--- src/rtl/axi_arbiter_pkg.sv ---
// Shared types and constants for the IFU/LSU read arbiter.
package axi_arbiter_pkg;

    typedef enum logic [1:0] {
        ST_IDLE = 2'd0,
        ST_AR   = 2'd1,
        ST_R    = 2'd2
    } rd_state_e;

    localparam logic [1:0] BURST_FIXED = 2'b00;
    localparam logic [1:0] BURST_INCR  = 2'b01;
    localparam logic [1:0] BURST_WRAP  = 2'b10;

    localparam logic [1:0] RESP_OKAY   = 2'b00;
    localparam logic [1:0] RESP_EXOKAY = 2'b01;
    localparam logic [1:0] RESP_SLVERR = 2'b10;
    localparam logic [1:0] RESP_DECERR = 2'b11;

    // Owner one-hot is {m1, m0}
    localparam logic [1:0] OWN_NONE = 2'b00;
    localparam logic [1:0] OWN_M0   = 2'b01;
    localparam logic [1:0] OWN_M1   = 2'b10;

    typedef struct packed {
        logic [31:0] addr;
        logic [3:0]  id;
        logic [7:0]  len;
        logic [2:0]  size;
        logic [1:0]  burst;
    } ar_req_t;

    typedef struct packed {
        logic [63:0] data;
        logic        last;
        logic [1:0]  resp;
        logic [3:0]  id;
    } r_beat_t;

endpackage

--- src/rtl/axi_arbiter_rr_picker.sv ---
// Two-input round-robin grant: a lone requester always wins, a tie goes to
// whichever side was not served last.
module rr_picker
    import axi_arbiter_pkg::*;
(
    input  logic [1:0] req,
    input  logic       last_m1,
    output logic [1:0] gnt
);

    always_comb begin
        gnt = req;
        if (req == 2'b11) gnt = last_m1 ? OWN_M0 : OWN_M1;
    end

endmodule

--- src/rtl/axi_arbiter.sv ---
// Single-outstanding read arbiter between IFU (m0) and LSU (m1) onto one AXI4
// port; LSU write channels bypass the arbiter entirely.
module axi_arbiter
    import axi_arbiter_pkg::*;
#(
    parameter bit IFU_FIRST = 1'b1
) (
    input  logic        clk,
    input  logic        rst,
    input  logic        m0_arvalid,
    output logic        m0_arready,
    input  logic [31:0] m0_araddr,
    input  logic [3:0]  m0_arid,
    input  logic [7:0]  m0_arlen,
    input  logic [2:0]  m0_arsize,
    input  logic [1:0]  m0_arburst,
    output logic        m0_rvalid,
    input  logic        m0_rready,
    output logic [1:0]  m0_rresp,
    output logic [63:0] m0_rdata,
    output logic        m0_rlast,
    output logic [3:0]  m0_rid,
    input  logic        m1_arvalid,
    output logic        m1_arready,
    input  logic [31:0] m1_araddr,
    input  logic [3:0]  m1_arid,
    input  logic [7:0]  m1_arlen,
    input  logic [2:0]  m1_arsize,
    input  logic [1:0]  m1_arburst,
    output logic        m1_rvalid,
    input  logic        m1_rready,
    output logic [1:0]  m1_rresp,
    output logic [63:0] m1_rdata,
    output logic        m1_rlast,
    output logic [3:0]  m1_rid,
    input  logic        m1_awvalid,
    output logic        m1_awready,
    input  logic [31:0] m1_awaddr,
    input  logic [3:0]  m1_awid,
    input  logic [7:0]  m1_awlen,
    input  logic [2:0]  m1_awsize,
    input  logic [1:0]  m1_awburst,
    input  logic        m1_wvalid,
    output logic        m1_wready,
    input  logic [63:0] m1_wdata,
    input  logic [7:0]  m1_wstrb,
    input  logic        m1_wlast,
    output logic        m1_bvalid,
    input  logic        m1_bready,
    output logic [1:0]  m1_bresp,
    output logic [3:0]  m1_bid,
    output logic        s_arvalid,
    input  logic        s_arready,
    output logic [31:0] s_araddr,
    output logic [3:0]  s_arid,
    output logic [7:0]  s_arlen,
    output logic [2:0]  s_arsize,
    output logic [1:0]  s_arburst,
    input  logic        s_rvalid,
    output logic        s_rready,
    input  logic [1:0]  s_rresp,
    input  logic [63:0] s_rdata,
    input  logic        s_rlast,
    input  logic [3:0]  s_rid,
    output logic        s_awvalid,
    input  logic        s_awready,
    output logic [31:0] s_awaddr,
    output logic [3:0]  s_awid,
    output logic [7:0]  s_awlen,
    output logic [2:0]  s_awsize,
    output logic [1:0]  s_awburst,
    output logic        s_wvalid,
    input  logic        s_wready,
    output logic [63:0] s_wdata,
    output logic [7:0]  s_wstrb,
    output logic        s_wlast,
    input  logic        s_bvalid,
    output logic        s_bready,
    input  logic [1:0]  s_bresp,
    input  logic [3:0]  s_bid,
    output logic        err_o,
    output logic [1:0]  owner_o
);

    rd_state_e   state_q, state_d;
    logic [1:0]  owner_q, owner_d;
    logic [7:0]  cnt_q, cnt_d;
    logic        err_q, err_d;
    logic        last_m1_q, last_m1_d;
    logic [1:0]  gnt;
    logic        sel_m1, ar_vld, r_rdy;
    ar_req_t     m0_ar, m1_ar, sel_ar;
    r_beat_t     s_beat;

    assign m0_ar  = '{m0_araddr, m0_arid, m0_arlen, m0_arsize, m0_arburst};
    assign m1_ar  = '{m1_araddr, m1_arid, m1_arlen, m1_arsize, m1_arburst};
    assign s_beat = '{s_rdata, s_rlast, s_rresp, s_rid};
    assign sel_m1 = (owner_q == OWN_M1);

    rr_picker u_picker (
        .req     ({m1_arvalid, m0_arvalid}),
        .last_m1 (last_m1_q),
        .gnt     (gnt)
    );

    always_ff @(posedge clk) begin
        if (!rst) begin
            state_q   <= ST_IDLE;
            owner_q   <= OWN_NONE;
            cnt_q     <= '0;
            err_q     <= 1'b0;
            last_m1_q <= IFU_FIRST;
        end else begin
            state_q   <= state_d;
            owner_q   <= owner_d;
            cnt_q     <= cnt_d;
            err_q     <= err_d;
            last_m1_q <= last_m1_d;
        end
    end

    // Every read-side output is forced low while reset is held.
    always_comb begin
        state_d   = state_q;
        owner_d   = owner_q;
        cnt_d     = cnt_q;
        err_d     = err_q;
        last_m1_d = last_m1_q;
        sel_ar    = sel_m1 ? m1_ar : m0_ar;
        ar_vld    = sel_m1 ? m1_arvalid : m0_arvalid;
        r_rdy     = sel_m1 ? m1_rready : m0_rready;
        m0_arready = 1'b0;
        m1_arready = 1'b0;
        {s_arvalid, s_araddr, s_arid, s_arlen, s_arsize, s_arburst} = '0;
        {m0_rvalid, m0_rdata, m0_rlast, m0_rresp, m0_rid} = '0;
        {m1_rvalid, m1_rdata, m1_rlast, m1_rresp, m1_rid} = '0;
        s_rready = 1'b0;
        if (rst) begin
            case (state_q)
                ST_IDLE: begin
                    if (gnt != OWN_NONE) begin
                        owner_d = gnt;
                        state_d = ST_AR;
                    end
                end
                ST_AR: begin
                    s_arvalid = ar_vld;
                    {s_araddr, s_arid, s_arlen, s_arsize, s_arburst} = sel_ar;
                    if (sel_m1) m1_arready = s_arready;
                    else        m0_arready = s_arready;
                    if (ar_vld && s_arready) begin
                        cnt_d   = sel_ar.len;
                        state_d = ST_R;
                    end
                end
                ST_R: begin
                    s_rready = r_rdy;
                    if (sel_m1) {m1_rvalid, m1_rdata, m1_rlast, m1_rresp, m1_rid} = {s_rvalid, s_beat};
                    else        {m0_rvalid, m0_rdata, m0_rlast, m0_rresp, m0_rid} = {s_rvalid, s_beat};
                    if (s_rvalid && r_rdy) begin
                        cnt_d = (cnt_q != 8'd0) ? cnt_q - 8'd1 : 8'd0;
                        if (s_rlast) begin
                            if (cnt_q != 8'd0) err_d = 1'b1;
                            state_d   = ST_IDLE;
                            owner_d   = OWN_NONE;
                            last_m1_d = sel_m1;
                        end else if (cnt_q == 8'd0) begin
                            err_d = 1'b1;
                        end
                    end
                end
                default: state_d = ST_IDLE;
            endcase
        end
    end

    always_comb begin
        {s_awvalid, s_awaddr, s_awid, s_awlen, s_awsize, s_awburst} = '0;
        {s_wvalid, s_wdata, s_wstrb, s_wlast} = '0;
        {m1_bvalid, m1_bresp, m1_bid} = '0;
        {m1_awready, m1_wready, s_bready} = '0;
        if (rst) begin
            {s_awvalid, s_awaddr, s_awid, s_awlen, s_awsize, s_awburst} =
                {m1_awvalid, m1_awaddr, m1_awid, m1_awlen, m1_awsize, m1_awburst};
            {s_wvalid, s_wdata, s_wstrb, s_wlast} = {m1_wvalid, m1_wdata, m1_wstrb, m1_wlast};
            {m1_bvalid, m1_bresp, m1_bid} = {s_bvalid, s_bresp, s_bid};
            {m1_awready, m1_wready, s_bready} = {s_awready, s_wready, m1_bready};
        end
    end

    assign err_o   = rst & err_q;
    assign owner_o = rst ? owner_q : OWN_NONE;

endmodule

--- config.mk ---
export PLATFORM = sky130hd
export DESIGN_NAME = axi_arbiter
export DESIGN_NICKNAME = d
export VERILOG_FILES = /design/src/rtl/axi_arbiter_pkg.sv /design/src/rtl/axi_arbiter_rr_picker.sv /design/src/rtl/axi_arbiter.sv
export SDC_FILE = /design/constraint.sdc
export NUM_CORES = 1
export LEC_CHECK = 0
export ABC_AREA = 1
export CAP_MARGIN = 5
export CORE_AREA = 2 2 250 252
export CTS_CLUSTER_SIZE = 30
export DETAILED_ROUTE_END_ITERATION = 10
export DIE_AREA = 0 0 252 254
export SYNTH_ARGS = -nofsm -noshare
export SYNTH_HDL_FRONTEND = slang
export SYNTH_HIERARCHICAL = 1
export SYNTH_SLANG_ARGS = --single-unit
--- constraint.sdc ---
create_clock -name clk -period 4.17 [get_ports clk]
set_clock_uncertainty 0.1 [all_clocks]
set_input_delay 1.251 -clock clk [delete_from_list [all_inputs] [get_ports clk]]
set_output_delay 1.251 -clock clk [all_outputs]
set_load 0.01 [all_outputs]
==> results.sh <==
export IMPL_cts_made_buffers=3
export IMPL_fin_nets=1826
export IMPL_cts_root_buf="clkbuf_16"
export IMPL_setup_viol=0
export IMPL_synth_flop_cell="dfxtp_1"
export IMPL_synth_area_leaders="inv_1 (21%), nand2_1 (18%), nor3_1 (16%)"
export IMPL_cts_sinks=14
export IMPL_r2r_start="owner_q[1]$_SDFFE_PN0P_"
export IMPL_overflow=0
export IMPL_cp_required_ps=2820
export IMPL_routed_via_density=3.33
export IMPL_yosys_area_share_xor_xnor_pct=0.611
export IMPL_route_detailed_drc=0
export IMPL_ys_ff_latch=14
export IMPL_synth_commonest_cells="inv_1 (237), nand2_1 (203), nor3_1 (136), nor2_1 (122), nor3_2 (49)"
export IMPL_antenna_found_initial=14
export IMPL_ios=645
export IMPL_design_core_area_um2=61300
export IMPL_vias=7672
export IMPL_dieHeight_um=254
export IMPL_r2r_slack_ps=2340
export IMPL_end_kind="output pin"
export IMPL_synth_mux_area_fraction_pct=0
export IMPL_drv_slew=0
export IMPL_grt_max_degree=95
export IMPL_synth_avg_cell_area_um2=4.86
export IMPL_tightest_slew_ps=520
export IMPL_synth_top_family_by_area="simple AND/OR/NAND/NOR gates"
export IMPL_hp_class="reg -> reg"
export IMPL_r2r_cells=9
export IMPL_die_w_um=252
export IMPL_dp_hpwl_um=35700
export IMPL_max_clock_path_buffers=2
export IMPL_status="complete, no violations"
export IMPL_place_area_um2=11800
export IMPL_yosys_cell_count_top_type="inv_1"
export IMPL_synth_edf_count=0
export IMPL_async_flop_share_pct=0
export IMPL_peakVddDrop_v=0.000109
export IMPL_crit_start="rst"
export IMPL_io_buffer_count=644
export IMPL_whs_path_depth=2
export IMPL_grt_usage_pct=11.6
export IMPL_area_growth_pct=178
export IMPL_r2r_end="cnt_q[3]$_SDFFE_PN0P_"
export IMPL_clkTransAtPathRegs_ps=50
export IMPL_ys_seq_area_share_pct=6.51
export IMPL_row_count=91
export IMPL_place_inst=2299
export IMPL_synth_simple_area_share_pct=60.9
export IMPL_rsz0062_at_grt="false"
export IMPL_first_pass_iters=5
export IMPL_whs_endpoint="err_q$_SDFFE_PN0P_"
export IMPL_crit_type="in -> out"
export IMPL_synth_nets=1198
export IMPL_power_density_nw_per_um2=161
export IMPL_relSlewSlack_pct=65.4
export IMPL_cap_violations=0
export IMPL_finalCritPeriodShare_pct=98.7
export IMPL_cts_hold_fix_buffers=0
export IMPL_nFillCells=7000
export IMPL_arrival_ps=2760
export IMPL_clk_latency_ps=250
export IMPL_worstPathMaxFanout=43
export IMPL_synth_compound_area_share_pct=1.86
export IMPL_yosys_warnings=6
export IMPL_grt_pass1_wl_um=53200
export IMPL_wl_per_cell_um=17.2
export IMPL_design_area_um2=12000
export IMPL_synth_cells=886
export IMPL_hp_start="err_q$_SDFFE_PN0P_"
export IMPL_postCtsSetupRepairBufs=0
export IMPL_syn_area_um2=4300
export IMPL_final_core_util_pct=19.6
export IMPL_final_min_clock_period_ps=4110
export IMPL_totalWireLength_um=39700
export IMPL_p_leak_nw=5.77
export IMPL_finalHoldViolations=0
export IMPL_cts_max_level=1
export IMPL_fin_cells=2304
export IMPL_ant_nets=0
export IMPL_fmax_mhz=243
export IMPL_gp_congestion=0.820
export IMPL_fin_setup_tns_ps=0
export IMPL_die_area_um2=64000
export IMPL_cts_tree="done"
export IMPL_synth_top_area_share_pct=20.7
export IMPL_yosysTopAreaCell="inv_1"
export IMPL_synth_distinct_cells=27
export IMPL_initial_core_util_pct=7.02
export IMPL_drive_gt1_share_pct=9.98
export IMPL_first_global_vias=7203
export IMPL_cp_start_kind="input port"
export IMPL_drt_iter0_drc=375
export IMPL_synthAdderAreaFrac_pct=0.291
[metrics by stage]
step | setup WS, ps | hold WS, ps | power (mW)
6_report | 56.1 | 360 | 1.93
5_1_grt | 1.70 | 404 | 2.09
4_1_cts | 22.8 | 377 | 1.98
3_5_place_dp | -138 | 364 | 1.75
3_3_place_gp | -136 | 367 | 1.75
2_1_floorplan | 693 | 319 | 0.827
[critical path: stages]
cell             delay (ps)
buf_6                   120
buf_4                   180
nand2_2                 110
buf_12                  210
nor3_2                  260
clkdlybuf4s50_1         580
[cells by family (layout without fill, tap and decap cells)]
logic type / Yosys count / count (layout)
AO/OA/AOI/OAI: 16 / 16
other: 0 / 1
XOR/XNOR: 3 / 3
flip-flops: 14 / 14
adder cells (fa/ha/maj): 1 / 1
AND/OR/NAND/NOR: 543 / 543
buffers and inverters: 309 / 936
[placed cells by master, fill, tap and decap left out, types with 3 or more instances in the layout]
master,n
inv_2,5
clkdlybuf4s50_1,607
nand2_1,202
dfxtp_1,14
o21ai_1,10
buf_4,58
xor2_1,3
buf_12,14
nor3_1,129
clkbuf_16,3
nand3_1,18
inv_1,237
nor2_1,122
dlymetal6s2s_1,8
nor3_2,55
a21oi_1,4
[power breakdown]
part           switching, mW  leakage [nW]  internal, mW
registers             0.0182         0.114         0.155
logic                  0.787          5.61         0.763
clock network         0.0619        0.0442         0.146
total                  0.867          5.77          1.06
[worst max path at each step]
stage	endpoint	slack [ps]	cells after the start
2_1_floorplan	s_rready	690	7
3_3_place_gp	s_araddr[15]	-140	6
3_5_place_dp	s_araddr[15]	-140	6
4_1_cts	m1_rdata[53]	20	7
5_1_grt	s_araddr[22]	2	6
6_report	s_araddr[23]	60	6
[per-layer routing]
| metal | wire length, um | share of wire (%) | GRT usage (%) | vias to the layer above |
|---|---|---|---|---|
| met5 | 126 | 0.32 | 0 | - |
| met4 | 533 | 1.3 | 1.35 | 20 |
| met3 | 3910 | 9.9 | 3.95 | 40 |
| met2 | 20100 | 51 | 22.0 | 443 |
| met1 | 14900 | 38 | 12.6 | 3315 |
| li1 | - | - | - | 3854 |
[sequential cells by signal (all words and copies together) (netlist names)]
signal,cells
err_q,1
cnt_q,8
state_q,2
last_m1_q,1
owner_q,2
[repair_timing]
action                                  in CTS  in global routing
endpoints found under the setup margin       5                 19
pin swaps                                    0                  0
gates resized for setup                      6                 10
[area by class of cell]
class | instances | area [um2] | share of cell area [%]
inverters | 244 | 921 | 7.69
well taps | 790 | 988 | 8.25
repair buffers | 688 | 6900 | 57.6
flip-flops and latches | 14 | 280 | 2.34
clock buffers | 4 | 88.8 | 0.741
multi-input cells | 563 | 2800 | 23.3
diodes | 1 | 2.50 | 0.0209
Note: power is estimated with default switching activity, not from simulation.
